## src/rtl/icache_ctrl.sv

```systemverilog
// icache_ctrl: direct-mapped icache controller (tag/valid arrays, hit/miss, line fill).
// Latency: hits respond combinationally in the request cycle; misses respond in the pmem_resp cycle.
// Backpressure: the CPU holds mem_read until mem_resp; the fill holds pmem_read until pmem_resp.
// Ports: mem_* = fetch side, pmem_* = line-fill side, arr_* = data-array control,
//        flush = invalidate all lines, hit_count/miss_count = saturating statistics.
module icache_ctrl #(
  parameter int ADDR_W   = 32,
  parameter int NUM_SETS = 8,
  parameter int LINE_W   = 256,
  parameter int CNT_W    = 32
) (
  input  logic                        clk,
  input  logic                        rst_n,
  input  logic                        mem_read,
  input  logic [ADDR_W-1:0]           mem_address,
  output logic [31:0]                 mem_rdata,
  output logic                        mem_resp,
  input  logic                        flush,
  output logic                        pmem_read,
  output logic [ADDR_W-1:0]           pmem_address,
  input  logic [LINE_W-1:0]           pmem_rdata,
  input  logic                        pmem_resp,
  output logic [31:0]                 arr_load,
  output logic [$clog2(NUM_SETS)-1:0] arr_rindex,
  output logic [$clog2(NUM_SETS)-1:0] arr_windex,
  output logic [LINE_W-1:0]           arr_datain,
  input  logic [LINE_W-1:0]           arr_dataout,
  output logic [CNT_W-1:0]            hit_count,
  output logic [CNT_W-1:0]            miss_count
);

  localparam int IDX_W  = $clog2(NUM_SETS);
  localparam int OFF_W  = $clog2(LINE_W / 8);
  localparam int WSEL_W = $clog2(LINE_W / 32);
  localparam int TAG_W  = ADDR_W - OFF_W - IDX_W;

  typedef enum logic {IDLE, FILL} state_t;

  state_t               state, state_nxt;
  logic [NUM_SETS-1:0]  valid, valid_nxt;
  logic [TAG_W-1:0]     tags [NUM_SETS];
  logic [TAG_W-1:0]     fill_tag;
  logic [IDX_W-1:0]     fill_idx;
  logic [WSEL_W-1:0]    fill_wsel;

  logic [TAG_W-1:0]     req_tag;
  logic [IDX_W-1:0]     req_idx;
  logic [WSEL_W-1:0]    req_wsel;
  logic                 hit;
  logic                 hit_inc;
  logic                 miss_start;
  logic                 fill_done;

  assign req_tag  = mem_address[ADDR_W-1 -: TAG_W];
  assign req_idx  = mem_address[OFF_W +: IDX_W];
  assign req_wsel = mem_address[2 +: WSEL_W];

  // A flush in the request cycle forces a miss so stale lines are never returned.
  assign hit = valid[req_idx] && (tags[req_idx] == req_tag) && !flush;

  assign arr_rindex   = req_idx;
  assign arr_windex   = fill_idx;
  assign arr_datain   = pmem_rdata;
  assign pmem_address = {fill_tag, fill_idx, {OFF_W{1'b0}}};

  always_comb begin
    state_nxt  = state;
    mem_resp   = 1'b0;
    mem_rdata  = '0;
    pmem_read  = 1'b0;
    arr_load   = '0;
    hit_inc    = 1'b0;
    miss_start = 1'b0;
    fill_done  = 1'b0;
    case (state)
      IDLE: begin
        if (mem_read) begin
          if (hit) begin
            mem_resp  = 1'b1;
            mem_rdata = arr_dataout[32*req_wsel +: 32];
            hit_inc   = 1'b1;
          end else begin
            miss_start = 1'b1;
            state_nxt  = FILL;
          end
        end
      end
      FILL: begin
        pmem_read = 1'b1;
        if (pmem_resp) begin
          fill_done = 1'b1;
          arr_load  = '1;
          state_nxt = IDLE;
          // Fill data is forwarded straight to the CPU; the line is installed
          // regardless, but a withdrawn request gets no response.
          if (mem_read) begin
            mem_resp  = 1'b1;
            mem_rdata = pmem_rdata[32*fill_wsel +: 32];
          end
        end
      end
      default: state_nxt = IDLE;
    endcase
  end

  // The fill write wins over a simultaneous flush for its own set.
  always_comb begin
    valid_nxt = valid;
    if (flush) valid_nxt = '0;
    if (fill_done) valid_nxt[fill_idx] = 1'b1;
  end

  always_ff @(posedge clk) begin
    if (!rst_n) begin
      state      <= IDLE;
      valid      <= '0;
      hit_count  <= '0;
      miss_count <= '0;
    end else begin
      state <= state_nxt;
      valid <= valid_nxt;
      if (hit_inc && (hit_count != '1))
        hit_count <= hit_count + {{(CNT_W-1){1'b0}}, 1'b1};
      if (miss_start && (miss_count != '1))
        miss_count <= miss_count + {{(CNT_W-1){1'b0}}, 1'b1};
    end
  end

  // Tags and fill context need no reset: valid bits and state qualify them.
  always_ff @(posedge clk) begin
    if (miss_start) begin
      fill_tag  <= req_tag;
      fill_idx  <= req_idx;
      fill_wsel <= req_wsel;
    end
    if (fill_done)
      tags[fill_idx] <= fill_tag;
  end

endmodule
```

## config.mk

```make
export PLATFORM = sky130hd
export DESIGN_NAME = icache_ctrl
export DESIGN_NICKNAME = d
export VERILOG_FILES = /design/src/rtl/icache_ctrl.sv
export SDC_FILE = /design/constraint.sdc
export NUM_CORES = 1
export LEC_CHECK = 0
export ABC_AREA = 1
export ABC_CLOCK_PERIOD_IN_PS = 3100
export CORE_AREA = 5 5 372 374
export CTS_BUF_LIST = sky130_fd_sc_hd__clkbuf_16
export CTS_CLUSTER_DIAMETER = 100
export DETAILED_ROUTE_END_ITERATION = 12
export DIE_AREA = 0 0 377 379
export DONT_BUFFER_PORTS = 1
export GPL_TIMING_DRIVEN = 0
export MAX_ROUTING_LAYER = met4
export PLACE_DENSITY = 0.34
export SETUP_SLACK_MARGIN = 0.05
export SLEW_MARGIN = 20
export SYNTH_ARGS = -nofsm -noshare
export SYNTH_HDL_FRONTEND = slang
export SYNTH_SLANG_ARGS = --single-unit
```

## constraint.sdc

```tcl
create_clock -name clk -period 3.1 [get_ports clk]
set_clock_uncertainty 0.05 [all_clocks]
set_input_delay 0.62 -clock clk [delete_from_list [all_inputs] [get_ports clk]]
set_output_delay 0.62 -clock clk [all_outputs]
set_load 0.01 [all_outputs]
```

==> metrics.md <==
| Metric | Value |
|---|---|
| Yosys warns | `0` |
| Min-Delay Path Depth | `0` |
| Gr ovfl total | `0` |
| Die area | `143,000 um^2` |
| Mean Syn Cell Area | `about 7.3 um^2` |
| CTS max path bufs | `3` |
| Hold endpoint | `fill_tag[10]$_DFFE_PP_` |
| Dpl hpwl | `between 150 and 200 mm` |
| Fin nets | `around 3,500` |
| Top layer in use | `met4` |
| Fmax | `approximately 270 MHz` |
| Setup crit start kind | `primary input` |
| DRC Markers | `0` |
| DRT antenna net count | `0` |
| Share of cells above drive strength 1 | `approximately a quarter` |
| Design Area, Final | `about 28,000 um^2` |
| R2R Path End | `fill_wsel[1]$_DFFE_PP_` |
| Initial Util | `approximately 15%` |
| Failing checks | `setup timing` |
| Worst R2R Path Depth | `16` |
| Max Cap Viol | `0` |
| WL/cell | `between 40 and 50 um` |
| Buf/Inv on CP | `2` |
| Leak | `between 10 and 15 nW` |
| Initial antenna violation count | `160` |
| Max stage delay on crit path | `0.52 ns` |
| Root Driver | `clkbuf_16` |
| Unrepaired setup endpoints after global routing | `yes` |
| Reg2reg setup slack | `around 0.22 ns` |
| Final wirelength | `between 200 and 250 mm` |
| Crit end category | `output port` |
| Worst Tran Pin Value | `between 1 and 1.5 ns` |
| Period minus WS final | `around 3.7 ns` |
| Critical path class | `primary input to output port` |
| Row count | `between 100 and 150` |
| Stages on worst setup path | `6` |
| Drt first pass iters | `6` |
| Clock-pin transition on the worst setup and hold timing paths | `about 0.060 ns` |
| FFs w/ async S/R, synth | `0%` |
| Vias/cell | `about 4.5` |
| Port Buffer Count | `0` |
| Critical-path cell list | `clkbuf_1 -> clkbuf_2 -> o21ai_0 -> o22ai_2 -> mux2i_2 -> o21ai_4` |
| Via count | `roughly 23,000` |
| Final hold violation count | `0` |
| Final Util | `20.5%` |
| Critical path data required time | `~2.4 ns` |
| Hold_buf cts | `0` |
| Initial DRC count | `between 2,000 and 2,500` |
| Slew Limit Fails | `0` |
| Worst-path fanout max | `10` |
| Met2 WL | `around 94 mm` |
| Final setup vio count | `33` |
| H-tree Lvls | `2` |
| TNS Setup | `-14.34 ns` |
| Largest net degree at the start of global routing | `33` |
| Metal3 WL | `around 23 mm` |
| Slew HR | `about 30%` |
| Num ports | `slightly below 1,000` |
| Post-synth cell types | `33` |
| Area Overhead vs Synth | `32.2%` |
| PnR worst setup slack | `-0.625 ns` |
| Pwr per Cell Area | `just over 400 nW/um^2` |
| Routability cong. | `1.09` |
| Sequential fraction of the synthesis area | `~39%` |
| Die span in x | `377 um` |
| Die Y | `379 um` |
| Outcome | `finished with violations` |
| Part of the cycle the worst path needs | `120%` |
| Layout fillers | `~15,000` |
| Clock sinks | `between 200 and 300` |
| Family with the most delay on the worst path | `compound AO/OA/AOI/OAI gates` |
| Post-synthesis cell count | `between 2,000 and 3,000` |
| Synth Flop Type | `edfxtp_1` |
| Critical-path top delay cell | `o21ai_4` |
| CTS tree | `built` |
| CP arrival | `between 3 and 4 ns` |
| Syn Std Cell Area | `20,900 um^2` |
| Cts bufs inserted | `between 40 and 50` |
| Place WS | `-2.46 ns` |
| Hold crit path type | `primary input to flop` |
| First-pass GRT wire length | `approximately 250 mm` |
| Core box area | `135,000 um^2` |
| Post-DP Area | `roughly 23,000 um^2` |
| HP Start | `mem_address[18]` |
| Metal-1 WL | `around 77 mm` |
| Flops & latches, synth | `roughly 300` |
| Post-synth EDFFs | `around 220` |
| Clock Latency Late Sink | `0.56 ns` |
| Number of global-route vias before repair | `approximately 21,000` |
| Tot GR Track Use | `28.3%` |
| Peak VDD IR | `between 0.3 and 0.4 mV` |
| RR Startpoint | `tags[5][7]$_DFFE_PP_` |
## cell usage in the layout, fill, tap and decap left out, types with 7 or more instances in the layout
| cell | count |
|---|---|
| nand2_1 | 527 |
| nor2_1 | 412 |
| buf_4 | 354 |
| inv_1 | 306 |
| edfxtp_1 | 222 |
| diode_2 | 198 |
| o21ai_0 | 191 |
| nand3_1 | 158 |
| dfxtp_1 | 70 |
| o221ai_1 | 68 |
| mux2i_1 | 56 |
| nand4_1 | 56 |
| clkbuf_16 | 48 |
| clkbuf_1 | 34 |
| nand3_2 | 33 |
| o21ai_4 | 32 |
| o22ai_1 | 30 |
| buf_12 | 30 |
| nor3_1 | 29 |
| nand2_2 | 28 |
| clkbuf_2 | 27 |
| clkbuf_4 | 21 |
| o211ai_1 | 21 |
| xor2_1 | 21 |
| nor2_2 | 20 |
| clkbuf_8 | 16 |
| nand3b_1 | 16 |
| nor2_4 | 16 |
| o32ai_1 | 16 |
| clkinv_1 | 14 |
| buf_2 | 12 |
| a21oi_1 | 11 |
| buf_1 | 10 |
| buf_6 | 9 |
| buf_16 | 7 |
## where the power goes
part | switching, W | internal [W]
registers | 0.000101 | 0.00431
logic | 0.00150 | 0.000804
clock network | 0.00194 | 0.00250
total | 0.00355 | 0.00761
## cell usage after synthesis, drive strengths merged, types with 20 or more instances
master,count,area share (%)
nor3,33,0.82
nor2,448,8.1
mux2i,63,3.0
o22ai,38,1.1
clkbuf,102,1.8
nand3,194,4.7
buf,357,12
edfxtp,222,32
o211ai,21,0.76
o221ai,70,2.9
o21ai,230,5.5
xor2,21,0.88
nand4,56,1.7
nand2,561,10
dfxtp,73,7.0
o32ai,20,0.84
inv,298,5.4
## state kept, by name (all words and copies together) (netlist names)
signal / count
arr_windex: 3
valid: 8
tags: 192
fill_wsel: 3
fill_tag: 24
hit_count: 32
miss_count: 32
state: 1
## cells by family after synthesis
family	count (synthesis)	share of synthesized area, %
compound gates	390	11.5
xor+xnor	23	0.966
fa+ha+maj	2	0.120
buf+inv	761	19.4
flops	295	39.0
mux	63	3.02
other cells	1	0.0180
simple gates	1311	26.1
## through the flow
step                      instances  hold slack, ns  power, W
after floorplan                2850           0.407   0.00564
after global placement         4631           0.421   0.00647
after detailed placement       4643           0.426   0.00648
after CTS                      4773          0.0591    0.0113
after global routing           4959          0.0637    0.0116
final                          4979           0.107    0.0112
## worst max path at each step
stage / from / end / slack [ns]
global placement: mem_address[2] / mem_rdata[17] / -2.81
detailed placement: mem_address[7] / fill_tag[10]$_DFFE_PP_ / -2.46
floorplan: mem_address[6] / mem_rdata[10] / 0.06
CTS: mem_address[6] / mem_rdata[3] / -0.51
finish: mem_address[2] / mem_rdata[3] / -0.63
global route: tags[7][21]$_DFFE_PP_ / mem_rdata[3] / -0.62
## routing by layer
layer / global-route usage [%] / vias up
met1: 30.2 / 11064
met4: 16.2 / 0
met5: - / -
met2: 43.2 / 1418
met3: 13.2 / 365
li1: - / 9661
## final cells by class
type | count | area [um^2] | share of cell area [%]
clock buffer | 41 | 1030 | 3.72
clock inverter | 35 | 200 | 0.726
timing repair buffer | 73 | 908 | 3.29
buffer | 459 | 3630 | 13.2
inverter | 302 | 1180 | 4.28
timing repair inverter | 1 | 7.51 | 0.0272
multi-input combinational | 1794 | 9770 | 35.4
tap | 1781 | 2230 | 8.08
sequential | 295 | 8130 | 29.5
antenna | 198 | 495 | 1.80
## repair_timing
item / CTS / global route
endpoints found under the setup margin: 160 / 106
cloned: 7 / 0
resized for setup: 422 / 47
setup buffers: 48 / 9
pin swaps: 55 / 39
No activity file was read; power rests on OpenSTA's default activity.
